File: src/rtl/rr_instr_sequencer.sv
// Control-step sequencer for one register-register instruction: fetch T0-T2,
// execute T3-T5, plus T6 for the two-write HI/LO multiply/divide mode.
module rr_instr_sequencer #(
  parameter int              DATA_W   = 32,
  parameter int              NUM_REGS = 16,
  parameter int              REG_W    = 4,
  parameter int              OP_W     = 5,
  parameter logic [OP_W-1:0] MUL_OP   = 5'b01110,
  parameter logic [OP_W-1:0] DIV_OP   = 5'b01111
) (
  input  logic                clk,
  input  logic                clr,
  input  logic                start,
  input  logic                mem_ready,
  input  logic [DATA_W-1:0]   mdr_data,
  output logic [NUM_REGS-1:0] rin,
  output logic [NUM_REGS-1:0] rout,
  output logic                pc_out,
  output logic                inc_pc,
  output logic                mar_in,
  output logic                z_in,
  output logic                zlow_out,
  output logic                zhigh_out,
  output logic                pc_in,
  output logic                read,
  output logic                mdr_in,
  output logic                mdr_out,
  output logic                ir_in,
  output logic                y_in,
  output logic                lo_in,
  output logic                hi_in,
  output logic [OP_W-1:0]     alu_op,
  output logic                busy,
  output logic                done,
  output logic                err
);

  // state | meaning
  // IDLE  | waiting for start
  // T0    | PC to MAR, increment PC into Z
  // T1    | memory read, wait for mem_ready, PC <- Z
  // T2    | MDR to IR
  // T3    | first operand into Y
  // T4    | second operand through ALU into Z
  // T5    | write result (normal) or LO (HI/LO mode)
  // T6    | write HI (HI/LO mode only)
  typedef enum logic [2:0] {
    S_IDLE, S_T0, S_T1, S_T2, S_T3, S_T4, S_T5, S_T6
  } state_t;

  localparam int RA_MSB    = DATA_W - 1 - OP_W;
  localparam int RB_MSB    = RA_MSB - REG_W;
  localparam int RC_MSB    = RB_MSB - REG_W;
  localparam int FIELD_LSB = DATA_W - OP_W - 3 * REG_W;

  state_t              r_state;
  state_t              w_next;
  logic [DATA_W-1:0]   r_ir;
  logic [OP_W-1:0]     w_op;
  logic [REG_W-1:0]    w_ra;
  logic [REG_W-1:0]    w_rb;
  logic [REG_W-1:0]    w_rc;
  logic                w_hilo;
  logic [NUM_REGS-1:0] w_oh_ra;
  logic [NUM_REGS-1:0] w_oh_rb;
  logic [NUM_REGS-1:0] w_oh_rc;
  logic                w_err;

  // An out-of-range index simply decodes to an all-zero vector.
  function automatic logic [NUM_REGS-1:0] f_onehot(input logic [REG_W-1:0] idx);
    logic [NUM_REGS-1:0] v;
    v = '0;
    for (int i = 0; i < NUM_REGS; i++) begin
      if (int'(idx) == i) v[i] = 1'b1;
    end
    return v;
  endfunction

  assign w_op    = r_ir[DATA_W-1 -: OP_W];
  assign w_ra    = r_ir[RA_MSB -: REG_W];
  assign w_rb    = r_ir[RB_MSB -: REG_W];
  assign w_rc    = r_ir[RC_MSB -: REG_W];
  assign w_hilo  = (w_op == MUL_OP) || (w_op == DIV_OP);
  assign w_oh_ra = f_onehot(w_ra);
  assign w_oh_rb = f_onehot(w_rb);
  assign w_oh_rc = f_onehot(w_rc);
  assign w_err   = ~(|w_oh_ra) | ~(|w_oh_rb) | (~w_hilo & ~(|w_oh_rc));

  generate
    if (FIELD_LSB > 0) begin : g_spare_ir
      logic w_unused_ir;
      assign w_unused_ir = ^r_ir[FIELD_LSB-1:0];
    end
  endgenerate

  always_ff @(posedge clk) begin
    if (clr) begin
      r_state <= S_IDLE;
      r_ir    <= '0;
    end else begin
      r_state <= w_next;
      if (r_state == S_T2) r_ir <= mdr_data;
    end
  end

  always_comb begin
    w_next    = r_state;
    rin       = '0;
    rout      = '0;
    pc_out    = 1'b0;
    inc_pc    = 1'b0;
    mar_in    = 1'b0;
    z_in      = 1'b0;
    zlow_out  = 1'b0;
    zhigh_out = 1'b0;
    pc_in     = 1'b0;
    read      = 1'b0;
    mdr_in    = 1'b0;
    mdr_out   = 1'b0;
    ir_in     = 1'b0;
    y_in      = 1'b0;
    lo_in     = 1'b0;
    hi_in     = 1'b0;
    alu_op    = '0;
    done      = 1'b0;
    err       = 1'b0;
    busy      = (r_state != S_IDLE);
    case (r_state)
      S_IDLE: begin
        if (start) w_next = S_T0;
      end
      S_T0: begin
        pc_out = 1'b1;
        mar_in = 1'b1;
        inc_pc = 1'b1;
        z_in   = 1'b1;
        w_next = S_T1;
      end
      S_T1: begin
        zlow_out = 1'b1;
        read     = 1'b1;
        mdr_in   = 1'b1;
        // PC is loaded only once, in the cycle the read completes.
        pc_in    = mem_ready;
        if (mem_ready) w_next = S_T2;
      end
      S_T2: begin
        mdr_out = 1'b1;
        ir_in   = 1'b1;
        w_next  = S_T3;
      end
      S_T3: begin
        rout   = w_hilo ? w_oh_ra : w_oh_rb;
        y_in   = 1'b1;
        w_next = S_T4;
      end
      S_T4: begin
        rout   = w_hilo ? w_oh_rb : w_oh_rc;
        z_in   = 1'b1;
        alu_op = w_op;
        w_next = S_T5;
      end
      S_T5: begin
        zlow_out = 1'b1;
        if (w_hilo) begin
          lo_in  = 1'b1;
          w_next = S_T6;
        end else begin
          rin    = w_oh_ra;
          done   = 1'b1;
          err    = w_err;
          w_next = start ? S_T0 : S_IDLE;
        end
      end
      S_T6: begin
        zhigh_out = 1'b1;
        hi_in     = 1'b1;
        done      = 1'b1;
        err       = w_err;
        w_next    = start ? S_T0 : S_IDLE;
      end
      default: w_next = S_IDLE;
    endcase
  end

endmodule

File: config.mk
export PLATFORM = sky130hd
export DESIGN_NAME = rr_instr_sequencer
export DESIGN_NICKNAME = d
export VERILOG_FILES = /design/src/rtl/rr_instr_sequencer.sv
export SDC_FILE = /design/constraint.sdc
export NUM_CORES = 1
export LEC_CHECK = 0
export BUFFER_PORTS_ARGS = -buffer_cell sky130_fd_sc_hd__buf_2
export CELL_PAD_IN_SITES_DETAIL_PLACEMENT = 0
export CELL_PAD_IN_SITES_GLOBAL_PLACEMENT = 1
export CORE_MARGIN = 4
export CORE_UTILIZATION = 32
export CTS_CLUSTER_DIAMETER = 100
export DETAILED_ROUTE_END_ITERATION = 12
export PLACE_DENSITY_LB_ADDON = 0.1
export SETUP_SLACK_MARGIN = 0.4
export SYNTH_ARGS = -nofsm -noshare
export SYNTH_HDL_FRONTEND = slang
export SYNTH_SLANG_ARGS = --single-unit
File: constraint.sdc
create_clock -name clk -period 2.7 [get_ports clk]
set_input_delay 0.27 -clock clk [delete_from_list [all_inputs] [get_ports clk]]
set_output_delay 0.27 -clock clk [all_outputs]
set_load 0.01 [all_outputs]
Yosys cells after proc, flatten, opt, wreduce, memory -nomap -nowiden

Cells that the tools add are included.

Output and inout bits: 54
Bits in registers: 35
Memory bits (writable): 0
Logic and storage cells: 150
Memories kept: 0
Bits of input ports: 36
Bits in read-only memories: 0
Latch bits: 0

Reductions and logical operators: 12
Divide/modulo/power cells: 0
Equal/unequal tests: 56
Bitwise operators: 7
Magnitude comparators: 0
$add $sub $neg: 0
Multiply operators: 0
Shifts and indexed selects: 0
Muxes and demuxes: 73

Operators by type and width:

| kind                                                                   | count |
|---|---|
| 4-bit equality test (second input constant)                            | 24 |
| 16-bit 2-to-1 mux                                                      | 4 |
| 1-bit 2-to-1 mux                                                       | 61 |
| 4-bit by 3-bit equality test with 1-bit output (second input constant) | 12 |
| 16-bit OR reduction                                                    | 3 |
| 16-bit case mux with 2 select lines                                    | 1 |
| 4-bit by 2-bit equality test with 1-bit output (second input constant) | 6 |
| 3-bit case mux with 8 select lines                                     | 1 |
| 3-bit equality test (second input constant)                            | 4 |
| 4-bit by 1-bit equality test with 1-bit output (second input constant) | 3 |
| 4-bit logical NOT                                                      | 3 |
| 5-bit by 4-bit equality test with 1-bit output (second input constant) | 2 |
| 3-bit 2-to-1 mux                                                       | 3 |
| 3-bit by 2-bit equality test with 1-bit output (second input constant) | 2 |
| 5-bit 2-to-1 mux                                                       | 1 |
| 2-bit != test (second input constant)                                  | 2 |
| 1-bit NOT                                                              | 4 |
| 1-bit case mux with 2 select lines                                     | 2 |
| 2-bit OR reduction                                                     | 2 |
| 3-bit by 1-bit equality test with 1-bit output (second input constant) | 1 |
| 3-bit logical NOT                                                      | 1 |
| 3-bit nonzero test                                                     | 1 |
| 1-bit bitwise OR                                                       | 2 |
| 2-bit AND reduction                                                    | 1 |
| other kinds (2)                                                        | 2 |

Logic depth before layout (Yosys ltp)

Gate-level depths: netlist of the first run.

Word-level depth: 8
Depth in mapped cells: 7
Depth with buffers taken out: 5

Worst setup path before layout of the first run

No wires, ideal clock.

Path type: reg-to-output
Start point: register r_state[0]
End point: output port mar_in
Stages on the path, launching flop included: 5
Arrival: 1397 ps
Slack: 1033 ps
Required time: 2430 ps
Cells stage by stage: dfxtp_1 > clkbuf_1 > and2b_1 > nor2b_1 > buf_4

Cells in the longest elaborated chain, start to end: 2

Ends and longest elaborated chain:

| element                                        | RTL line | RTL |
|---|---|---|
| from (decl)                                    | 56       | `state_t r_state;` |
| from (signal assigned)                         | 101      | `r_state <= w_next;` |
| 3-bit by 1-bit equality test with 1-bit output | n/a      |  |
| 1-bit 2-to-1 mux                               | n/a      |  |
| to (decl)                                      | 20       | `output logic mar_in,` |

No other way between the ends.

Worst setup path in the final report of the first run

Start point: register r_state[0]
End point: output port rout[7]

Cells in the longest elaborated chain, start to end: 2

Ends and longest elaborated chain:

| element                               | RTL line | RTL |
|---|---|---|
| 3-bit equality test                   | 128      | `case (r_state)` |
| 16-bit case mux with 2 select lines * | 128      |  |
| to (decl)                             | 17       | `output logic [NUM_REGS-1:0] rout,` |

Mark *: on every way between the ends. The rest lies on a longest branch, timed or not.

==> reports/qor.yml, run 1 <==
path_clk_slew_ps: 80
hold_end: "r_ir[22]$_SDFFE_PP0P_"
viasPerCell: 5.11
drcViolationCount: 0
leakage_nw: 0.942
max-clock-path-buffers: 2
tns_ps: 0
vias: 1912
grt_pass1_vias: 1716
critPathCaptureType: "output port"
antenna_found_initial: 0
nets: 341
fin_util_pct: 40.8
synth_cell_types: 46
dpl.hpwl_um: 4040
drt_iter0_drc: 84
cts-root-buf: "clkbuf_8"
io_pins: 90
power_density_mw_per_mm2: 312
h-tree-depth: 1
die_width_um: 80.7
synthCells: 247
area_growth_pct: 23.2
antenna_cells: 0
finalWeightedCongestion: 0.829
cts_num_sinks: 20
fin_crit_ps: 2160
r2r_cells: 5
grt_pass1_wl_um: 8600
synth_top_area_share_pct: 23.7
seq_power_share_pct: 49.6
final_antenna_net_count: 0
yosys-top-cells-area: "dfxtp_1 24%, nand2_1 11%, a21oi_1 6.8%, nor2_1 6.2%, o221ai_1 5.7%"
r2r_start: "r_state[1]$_SDFFE_PP0P_"
design.core.area_mm2: 0.00511
power_mw: 0.651
grtUsageTotal_pct: 16.6
rsz0062_at_grt: "false"
postCtsSetupRepairBufs: 0
cap_violations: 0
fin_crit_sh_pct: 79.9
synth.largest_area_cell: "dfxtp_1"
reg2reg_to: "r_ir[17]$_SDFFE_PP0P_"
slew_violations: 0
power.switching_mw: 0.175
regToRegSetupSlack_ps: 1060
route.final.wire_length_um: 5380
ys_async_sr_fraction_pct: 0
required_ps: 2430
synth_area_mm2: 0.00169
start_util_pct: 33.1
finalWorstSetupSlack_ps: 544
ys_seq_elements: 20
critPathMaxFanout: 14
synth_nets: 283
hp-class: "in2reg"
yosysSeqAreaShare_pct: 23.7
layout-drive-gt1-share_pct: 30.9
first_pass_iters: 4
rows: 26
cts_buffers: 3
io_buffer_count: 73
internal-power_mw: 0.476
clock_skew_ps: 2.22
synth-edff-count: 0
fp.dieH_um: 80.7
regArea_um2: 403
setup_viol: 0
peakVddDrop_v: 0.000181
synth_ff_type: "dfxtp_1"
power_switching_share_pct: 26.9
grt_overflow: 0
power.share.combinational_pct: 14.4
wl_per_cell_um: 14.4
fp.dieArea_mm2: 0.00651
cp.arrival_ps: 1890
hold_viol: 0
power.share.clock_pct: 36.0
grt_max_degree: 21
nFillCells: 589
place_ws_ps: 518
multi_input_area_mm2: 0.00114
max_freq_mhz: 464
critPathLaunchType: "flip-flop"
cts_tree: "done"
hold_depth: 3
synth_warnings: 0
outcome: "finished clean"
clock_latency_ps: 260
setup.worst_path.class: "reg2out"
hp-start: "mdr_data[22]"
synth_area_per_cell_um2: 6.85
hold_buffers: 0
[cell usage in the layout (no fill, tap or decap), drive strengths merged, types with 2 or more instances in the layout]
cell type,synthesis,final
a21oi,24,24
a32oi,3,3
and2,7,7
and3b,2,2
buf,13,75
clkbuf,9,4
dfxtp,20,20
inv,4,3
nand2,50,50
nand2b,8,8
nand3,5,5
nand3b,4,4
nor2,28,28
nor2b,5,5
nor3,8,8
o21a,11,11
o21ai,2,2
o221ai,11,11
o22ai,9,9
o32ai,2,2
or2,5,5
or3,2,2
[worst max path at each step]
stage	slack, ps	depth (start not counted)	startpoint	end
after floorplan	1030	4	r_state[0]$_SDFFE_PP0P_	mar_in
after global placement	530	5	r_state[0]$_SDFFE_PP0P_	rout[7]
after detailed placement	520	5	r_state[0]$_SDFFE_PP0P_	rout[7]
after CTS	420	3	r_state[2]$_SDFFE_PP0P_	mdr_out
after global routing	420	6	r_state[2]$_SDFFE_PP0P_	rout[13]
final	540	5	r_state[0]$_SDFFE_PP0P_	rout[7]
[state kept, by name, indices dropped and copies added, names as in the netlist]
| name | count |
|---|---|
| r_ir | 17 |
| r_state | 3 |
[layer usage]
layer	vias up	GRT usage (%)	share of wire [%]	wire, µm
li1	985	-	-	-
met1	865	24.3	51	2720
met2	58	25.4	42	2280
met3	4	2.80	6.3	339
met4	0	3.04	0.72	39
met5	-	0	0	0
[power by group through the flow]
stage	Combinational (mW)	Sequential (mW)	Clock, mW
floorplan	0.0771	0.318	0
global placement	0.0943	0.329	0
detailed placement	0.0947	0.329	0
CTS	0.0951	0.323	0.235
global route	0.106	0.326	0.251
finish	0.0937	0.323	0.234
[cells by family after synthesis]
kind of cell,synth area share (%)
and+or+nand+nor,39.1
AOI/OAI and AO/OA,27.6
buffers and inverters,8.87
DFF,23.7
muxes,0.592
other,0.222
[synthesized netlist by cell type, drive strengths merged, types with 2 or more instances]
library cell  number
dfxtp             20
nor2b              5
inv                4
a21oi             24
o21a              11
o22ai              9
buf               13
a32oi              3
clkbuf             9
nor2              28
o221ai            11
nand2b             8
and2               7
o32ai              2
nand3              5
nor3               8
o21ai              2
and3b              2
or3                2
nand2             50
or2                5
nand3b             4
[cell type report]
class / instances / share of cell area [%]
Multi-Input combinational cell: 201 / 54.8
Sequential cell: 20 / 19.3
Timing Repair Buffer: 75 / 18.2
Tap cell: 70 / 4.20
Clock buffer: 4 / 2.64
Inverter: 4 / 0.780
[worst max-delay path, cell delays in order, from the launching register on]
cell	delay, ps
dfxtp_2	500
and3b_2	390
nand3_1	200
o221ai_1	250
o21a_1	150
buf_2	120
[timing repair]
action | CTS | global route
hold endpoints to repair | 0 | 0
pin swaps | 0 | 0
endpoints found under the setup margin | 14 | 18
gates resized for setup | 2 | 3
[stage by stage]
| step | area, µm² | hold WS, ps | cells |
|---|---|---|---|
| 2_1_floorplan | 1690 | 406 | 247 |
| 3_3_place_gp | 2020 | 440 | 370 |
| 3_5_place_dp | 2020 | 445 | 370 |
| 4_1_cts | 2080 | 238 | 374 |
| 5_1_grt | 2080 | 235 | 374 |
| 6_report | 2080 | 236 | 374 |
(Power assumes the default switching activity.)
==> run 2: changes to the inputs <==
--- a/config.mk
+++ b/config.mk
@@ -9,7 +9,7 @@
 export CELL_PAD_IN_SITES_DETAIL_PLACEMENT = 0
 export CELL_PAD_IN_SITES_GLOBAL_PLACEMENT = 1
 export CORE_MARGIN = 4
-export CORE_UTILIZATION = 32
+export CORE_UTILIZATION = 30
 export CTS_CLUSTER_DIAMETER = 100
 export DETAILED_ROUTE_END_ITERATION = 12
 export PLACE_DENSITY_LB_ADDON = 0.1
==> constraint.sdc (replaced) <==
create_clock -name clk -period 2.1 [get_ports clk]
set_input_delay 0.21 -clock clk [delete_from_list [all_inputs] [get_ports clk]]
set_output_delay 0.21 -clock clk [all_outputs]
set_load 0.01 [all_outputs]
==> run 2 against run 1 <==
  * Clock power increased by 24%
  * Critical path depth increased by 1
  * Utilization increased by 3.9 points
  * Clock skew increased by 0.55 ps
  * Wire length increased by 7.3%
  * Critical path type unchanged
  * Total power increased by 32%
  * First-iteration DRC count decreased by 11%
  * Setup slack got worse by 360 ps
  * Die area increased by 6.0%
  * Sequential share of layout area decreased by 2.3 points
==> reports/qor.yml, run 2 (synthesis gave the netlist of run 1 again) <==
cts_num_sinks: 20  # unchanged
top_register: "r_ir"  # unchanged
nFillCells: 613  # was 589
max_freq_mhz: 522
design.core.area_mm2: 0.00547  # was 0.00511 mm²
hold_viol: 0  # unchanged
antenna_found_initial: 0  # unchanged
finalWorstSetupSlack_ps: 184  # was 544 ps
io_pins: 90  # unchanged
crit_chain: "nor3b_4, buf_6, nand3b_1, o221ai_2, o21a_1, buf_2"  # was and3b_2, nand3_1, o221ai_1, o21a_1, buf_2
start_util_pct: 30.9  # was 33.1%
area_growth_pct: 44.6  # was 23.2%
cap_violations: 0  # unchanged
largestRegisters: "r_ir (17), r_state (3)"  # unchanged
final_common_cell: "buf_2"  # unchanged
io_buffer_count: 73  # unchanged
fp.dieH_um: 83.1  # was 80.7 µm
wl_met1_um: 2890  # was 2720 µm
grt_max_degree: 21  # unchanged
power_density_mw_per_mm2: 352  # was 312 mW/mm²
grtUsageTotal_pct: 15.9  # was 16.6%
critPathCaptureType: "output port"  # unchanged
fp.dieArea_mm2: 0.00690  # was 0.00651 mm²
required_ps: 1890  # was 2430 ps
tns_ps: 0  # unchanged
dr_wl_met2_um: 2580  # was 2280 µm
finalWeightedCongestion: 0.790  # was 0.829
h-tree-depth: 1  # unchanged
max-clock-path-buffers: 2  # unchanged
crit_family: "compound AO/OA/AOI/OAI gates"  # was simple AND/OR/NAND/NOR gates
final_antenna_net_count: 0  # unchanged
power.share.combinational_pct: 18.8  # was 14.4%
outcome: "finished clean"  # unchanged
critPathMaxStageDelay_ps: 380  # was 500 ps
path_clk_slew_ps: 70  # was 80 ps
antenna_cells: 0  # unchanged
grt_pass1_vias: 1822  # was 1716
critPathLaunchType: "flip-flop"  # unchanged
peakVddDrop_v: 0.000194  # was 0.000181 V
clock_latency_ps: 260  # about the same
cts_buffers: 3  # unchanged
seq_power_share_pct: 47.5  # was 49.6%
fin_crit_ps: 1920
grt_overflow: 0  # unchanged
fin_crit_sh_pct: 91.2
setup.worst_path.class: "reg2out"  # unchanged
final_cell_mix: "73 x buf_2, 45 x nand2_1, 23 x a21oi_1, 22 x buf_4, 21 x nor2_1"  # was 73 x buf_2, 49 x nand2_1, 28 x nor2_1, 23 x a21oi_1, 18 x dfxtp_1
cpMaxStageDelayCell: "dfxtp_4"  # was dfxtp_2
power_switching_share_pct: 26.5  # was 26.9%
layout-drive-gt1-share_pct: 46.3  # was 30.9%
place_ws_ps: 260  # was 518 ps
viasPerCell: 5.13  # was 5.11
first_pass_iters: 4  # unchanged
leakage_nw: 1.11  # was 0.942 nW
path_buf_inv: 2  # was 1
rsz0062_at_grt: "true"  # was false
clock_skew_ps: 2.77  # was 2.22 ps
highest_layer: "met4"  # unchanged
power.switching_mw: 0.228  # was 0.175 mW
drt_iter0_drc: 75  # was 84
nets: 365  # was 341
largest_reg_flops: 17  # unchanged
cts-root-buf: "clkbuf_8"  # unchanged
cts_tree: "done"  # unchanged
die_width_um: 83.1  # was 80.7 µm
setup_viol: 0  # unchanged
route.final.wire_length_um: 5780  # was 5380 µm
critPathMaxFanout: 8  # was 14
grt_pass1_wl_um: 9160  # was 8600 µm
slew_violations: 0  # unchanged
dr_wl_met3_um: 260  # was 339 µm
dpl.hpwl_um: 4280  # was 4040 µm
wl_per_cell_um: 14.4  # about the same
internal-power_mw: 0.632  # was 0.476 mW
hp-class: "in2reg"  # unchanged
drcViolationCount: 0  # unchanged
cp.arrival_ps: 1710  # was 1890 ps
power.share.clock_pct: 33.7  # was 36.0%
rows: 27  # was 26
vias: 2053  # was 1912
-- run 2: changes by cell type in the layout (fill, tap and decap cells not counted), sizes merged --
cell / change
buf: +24
-- run 2: power groups by stage --
stage	sequential (mW)	combinational [mW]	clock (mW)
6_report	0.408	0.161	0.290
2_1_floorplan	0.409	0.0991	0
5_1_grt	0.411	0.179	0.317
4_1_cts	0.407	0.145	0.301
3_3_place_gp	0.414	0.139	0
3_5_place_dp	0.414	0.140	0
-- run 2: worst min-delay path: cells and delay by family --
| family | cells | cell delay (ps) |
|---|---|---|
| AO/OA/AOI/OAI | 1 | 50 |
| AND/OR/NAND/NOR | 1 | 40 |
| buffers and inverters | 1 | 90 |
-- run 2: cell type report --
class / instances / area [µm²] / area share [%]
multi-input combinational: 201 / 1290 / 52.7
timing repair buffer: 99 / 576 / 23.5
tap: 72 / 90.1 / 3.68
sequential: 20 / 415 / 17.0
inverter: 4 / 20.0 / 0.818
clock buffer: 4 / 55.1 / 2.25
-- run 2: final timing paths --
check | depth (start not counted) | startpoint | end | slack (ps)
min | 3 | mdr_data[28] | r_ir[28]$_SDFFE_PP0P_ | 170
max reg2reg | 7 | r_state[1]$_SDFFE_PP0P_ | r_ir[19]$_SDFFE_PP0P_ | 730
min reg2reg | 2 | r_ir[27]$_SDFFE_PP0P_ | r_ir[27]$_SDFFE_PP0P_ | 450
max | 6 | r_state[0]$_SDFFE_PP0P_ | rout[6] | 180
-- run 2: metal layers --
metal / vias up / GRT usage [%]
li1: 1033 / -
met2: 50 / 24.3
met4: 0 / 4.01
met1: 965 / 23.3
met5: - / 0
met3: 5 / 2.08
-- run 2: repair_timing --
action	CTS	global route
buffers inserted	7	10
hold buffers	0	0
resized for setup	23	32
setup endpoints to repair	41	36
pin swaps	8	14
-- run 2: through the flow --
step	std cells	cell area [µm²]	power (mW)	utilization, %	hold WS [ps]
2_1_floorplan	247	1690	0.508	-	346
4_1_cts	390	2250	0.853	41.1	168
5_1_grt	400	2450	0.907	44.7	176
3_3_place_gp	379	2080	0.553	38.0	440
6_report	400	2450	0.860	44.7	173
3_5_place_dp	379	2080	0.554	38.0	448
==> run 3: changes to the inputs <==
--- a/config.mk
+++ b/config.mk
@@ -5,15 +5,17 @@
 export SDC_FILE = /design/constraint.sdc
 export NUM_CORES = 1
 export LEC_CHECK = 0
-export BUFFER_PORTS_ARGS = -buffer_cell sky130_fd_sc_hd__buf_2
+export BUFFER_PORTS_ARGS = -buffer_cell sky130_fd_sc_hd__clkbuf_2
 export CELL_PAD_IN_SITES_DETAIL_PLACEMENT = 0
 export CELL_PAD_IN_SITES_GLOBAL_PLACEMENT = 1
 export CORE_MARGIN = 4
 export CORE_UTILIZATION = 30
 export CTS_CLUSTER_DIAMETER = 100
 export DETAILED_ROUTE_END_ITERATION = 12
+export MAX_ROUTING_LAYER = met4
 export PLACE_DENSITY_LB_ADDON = 0.1
 export SETUP_SLACK_MARGIN = 0.4
+export SKIP_LAST_GASP = 1
 export SYNTH_ARGS = -nofsm -noshare
 export SYNTH_HDL_FRONTEND = slang
 export SYNTH_SLANG_ARGS = --single-unit
==> run 3 against run 2 <==
  * Critical path depth is 1 lower
  * Fmax is 0.24% lower
  * Global-route usage increased by 1.1 points
  * Total power decreased by 0.43%
  * Clock power hardly changed
  * Cell area increased by 3.4%
  * Via count shrank 1.7%
  * Largest cell class unchanged
  * Largest power group unchanged
==> reports/qor.yml, run 3 (synthesis gave the netlist of run 1 again) <==
regToRegSetupSlack_ps: 660  # was 730 ps
final_common_cell: "clkbuf_2"  # was buf_2
design.core.area_mm2: 0.00547  # unchanged
reg2reg_to: "r_ir[17]$_SDFFE_PP0P_"  # was r_ir[19]$_SDFFE_PP0P_
grtUsageTotal_pct: 17.0  # was 15.9%
fin_util_pct: 46.2  # was 44.7%
place_ws_ps: 206  # was 260 ps
layout-drive-gt1-share_pct: 50.9  # was 46.3%
die_width_um: 83.1  # unchanged
critPathLaunchType: "flip-flop"  # unchanged
fin_crit_sh_pct: 91.4  # was 91.2%
peakVddDrop_v: 0.000234  # was 0.000194 V
stdcell_area_mm2: 0.00253  # was 0.00245 mm²
final_cell_mix: "64 x clkbuf_2, 44 x nand2_1, 22 x nor2_1, 21 x a21oi_1, 15 x buf_4"  # was 73 x buf_2, 45 x nand2_1, 23 x a21oi_1, 22 x buf_4, 21 x nor2_1
placed_area_mm2: 0.00208  # unchanged
leakage_nw: 1.08  # was 1.11 nW
largestRegisters: "r_ir (17), r_state (3)"  # unchanged
power_density_mw_per_mm2: 339  # was 352 mW/mm²
critPathCaptureType: "output port"  # unchanged
r2r_start: "r_state[0]$_SDFFE_PP0P_"  # was r_state[1]$_SDFFE_PP0P_
crit_chain: "nand3b_4, or3_4, o221a_1, a21oi_2, buf_2"  # was nor3b_4, buf_6, nand3b_1, o221ai_2, o21a_1, buf_2
r2r_cells: 7  # unchanged
max-clock-path-buffers: 2  # unchanged
io_pins: 90  # unchanged
drt_iter0_drc: 66  # was 75
hold_viol: 0  # unchanged
antenna_cells: 0  # unchanged
io_buffer_count: 73  # unchanged
critPathMaxFanout: 4  # was 8
largest_reg_flops: 17  # unchanged
dpl.hpwl_um: 4240  # was 4280 µm
cp.arrival_ps: 1710  # about the same
antenna_found_initial: 0  # unchanged
cts-root-buf: "clkbuf_8"  # unchanged
path_buf_inv: 1  # was 2
fp.dieH_um: 83.1  # unchanged
final-instance-count-excl-fill: 396  # was 400
fp.dieArea_mm2: 0.00690  # unchanged
fin_crit_ps: 1920  # about the same
max_freq_mhz: 521  # was 522 MHz
viasPerCell: 5.10  # was 5.13
grt_pass1_vias: 1950  # was 1822
hp-class: "in2reg"  # unchanged
tns_ps: 0  # unchanged
cts_tree: "done"  # unchanged
worst-path-stages: 5  # was 6
h-tree-depth: 1  # unchanged
setup_viol: 0  # unchanged
rows: 27  # unchanged
cts_buffers: 3  # unchanged
area_growth_pct: 49.5  # was 44.6%
endpoint: "rout[12]"  # was rout[6]
power_mw: 0.856  # was 0.860 mW
finalWeightedCongestion: 0.843  # was 0.790
cpMaxStageDelayCell: "or3_4"  # was dfxtp_4
hp-start: "mdr_data[30]"  # was mdr_data[28]
clock_skew_ps: 1.83  # was 2.77 ps
wl_per_cell_um: 14.6  # was 14.4 µm
start_util_pct: 30.9  # unchanged
route.final.wire_length_um: 5770  # was 5780 µm
critPathMaxStageDelay_ps: 370  # was 380 ps
top_register: "r_ir"  # unchanged
final_antenna_net_count: 0  # unchanged
slew_violations: 0  # unchanged
grt_max_degree: 21  # unchanged
dp.cells: 379  # unchanged
grt_pass1_wl_um: 9630  # was 9160 µm
cap_violations: 0  # unchanged
drcViolationCount: 0  # unchanged
cts_num_sinks: 20  # unchanged
grt_overflow: 0  # unchanged
path_clk_slew_ps: 70  # about the same
finalWorstSetupSlack_ps: 180  # was 184 ps
setup.worst_path.class: "reg2out"  # unchanged
hold_slack_ps: 158  # was 173 ps
nets: 361  # was 365
crit_family: "simple AND/OR/NAND/NOR gates"  # was compound AO/OA/AOI/OAI gates
rsz0062_at_grt: "true"  # unchanged
vias: 2018  # was 2053
first_pass_iters: 4  # unchanged
nFillCells: 621  # was 613
required_ps: 1890  # about the same
outcome: "finished clean"  # unchanged
clock_latency_ps: 250  # was 260 ps
startpoint: "r_state[1]$_SDFFE_PP0P_"  # was r_state[0]$_SDFFE_PP0P_
==> run 3: layout make-up <==
type	count	area (µm²)	share of cell area, %
Sequential cell	20	419	16.6
Clock buffer	4	55.1	2.18
Timing Repair Buffer	95	572	22.6
Tap cell	72	90.1	3.56
Inverter	4	17.5	0.693
Multi-Input combinational cell	201	1380	54.4
==> run 3: report_power, final <==
part | internal, mW | total [mW] | leakage [nW] | switching (mW)
registers | 0.390 | 0.409 | 0.167 | 0.0189
clock network | 0.167 | 0.289 | 0.0288 | 0.122
logic | 0.0703 | 0.158 | 0.882 | 0.0879
total | 0.627 | 0.856 | 1.08 | 0.229
==> run 3: what timing repair did <==
item | CTS | global route
endpoints found under the setup margin | 42 | 41
resized for setup | 39 | 47
gates cloned | 1 | 0
setup buffers | 8 | 4
pin swaps | 9 | 16
hold buffers | 0 | 0
==> run 3: worst min path at each step <==
stage | end | slack (ps) | cells after the start
after floorplan | r_ir[27]$_SDFFE_PP0P_ | 350 | 2
after global placement | r_ir[28]$_SDFFE_PP0P_ | 440 | 3
after detailed placement | r_ir[30]$_SDFFE_PP0P_ | 440 | 3
after CTS | r_ir[19]$_SDFFE_PP0P_ | 160 | 3
after global routing | r_ir[28]$_SDFFE_PP0P_ | 170 | 3
final | r_ir[30]$_SDFFE_PP0P_ | 160 | 3
==> run 3: layer usage <==
metal	vias up	routed length [µm]	GRT usage [%]
li1	1023	-	-
met1	935	2900	23.7
met2	54	2560	25.8
met3	6	257	2.58
met4	0	56	4.01
met5	-	0	-
==> run 3: worst min-delay path, cell delays in order <==
cell and delay, ps:
clkbuf_2 80, nand2_1 40, a21oi_1 50
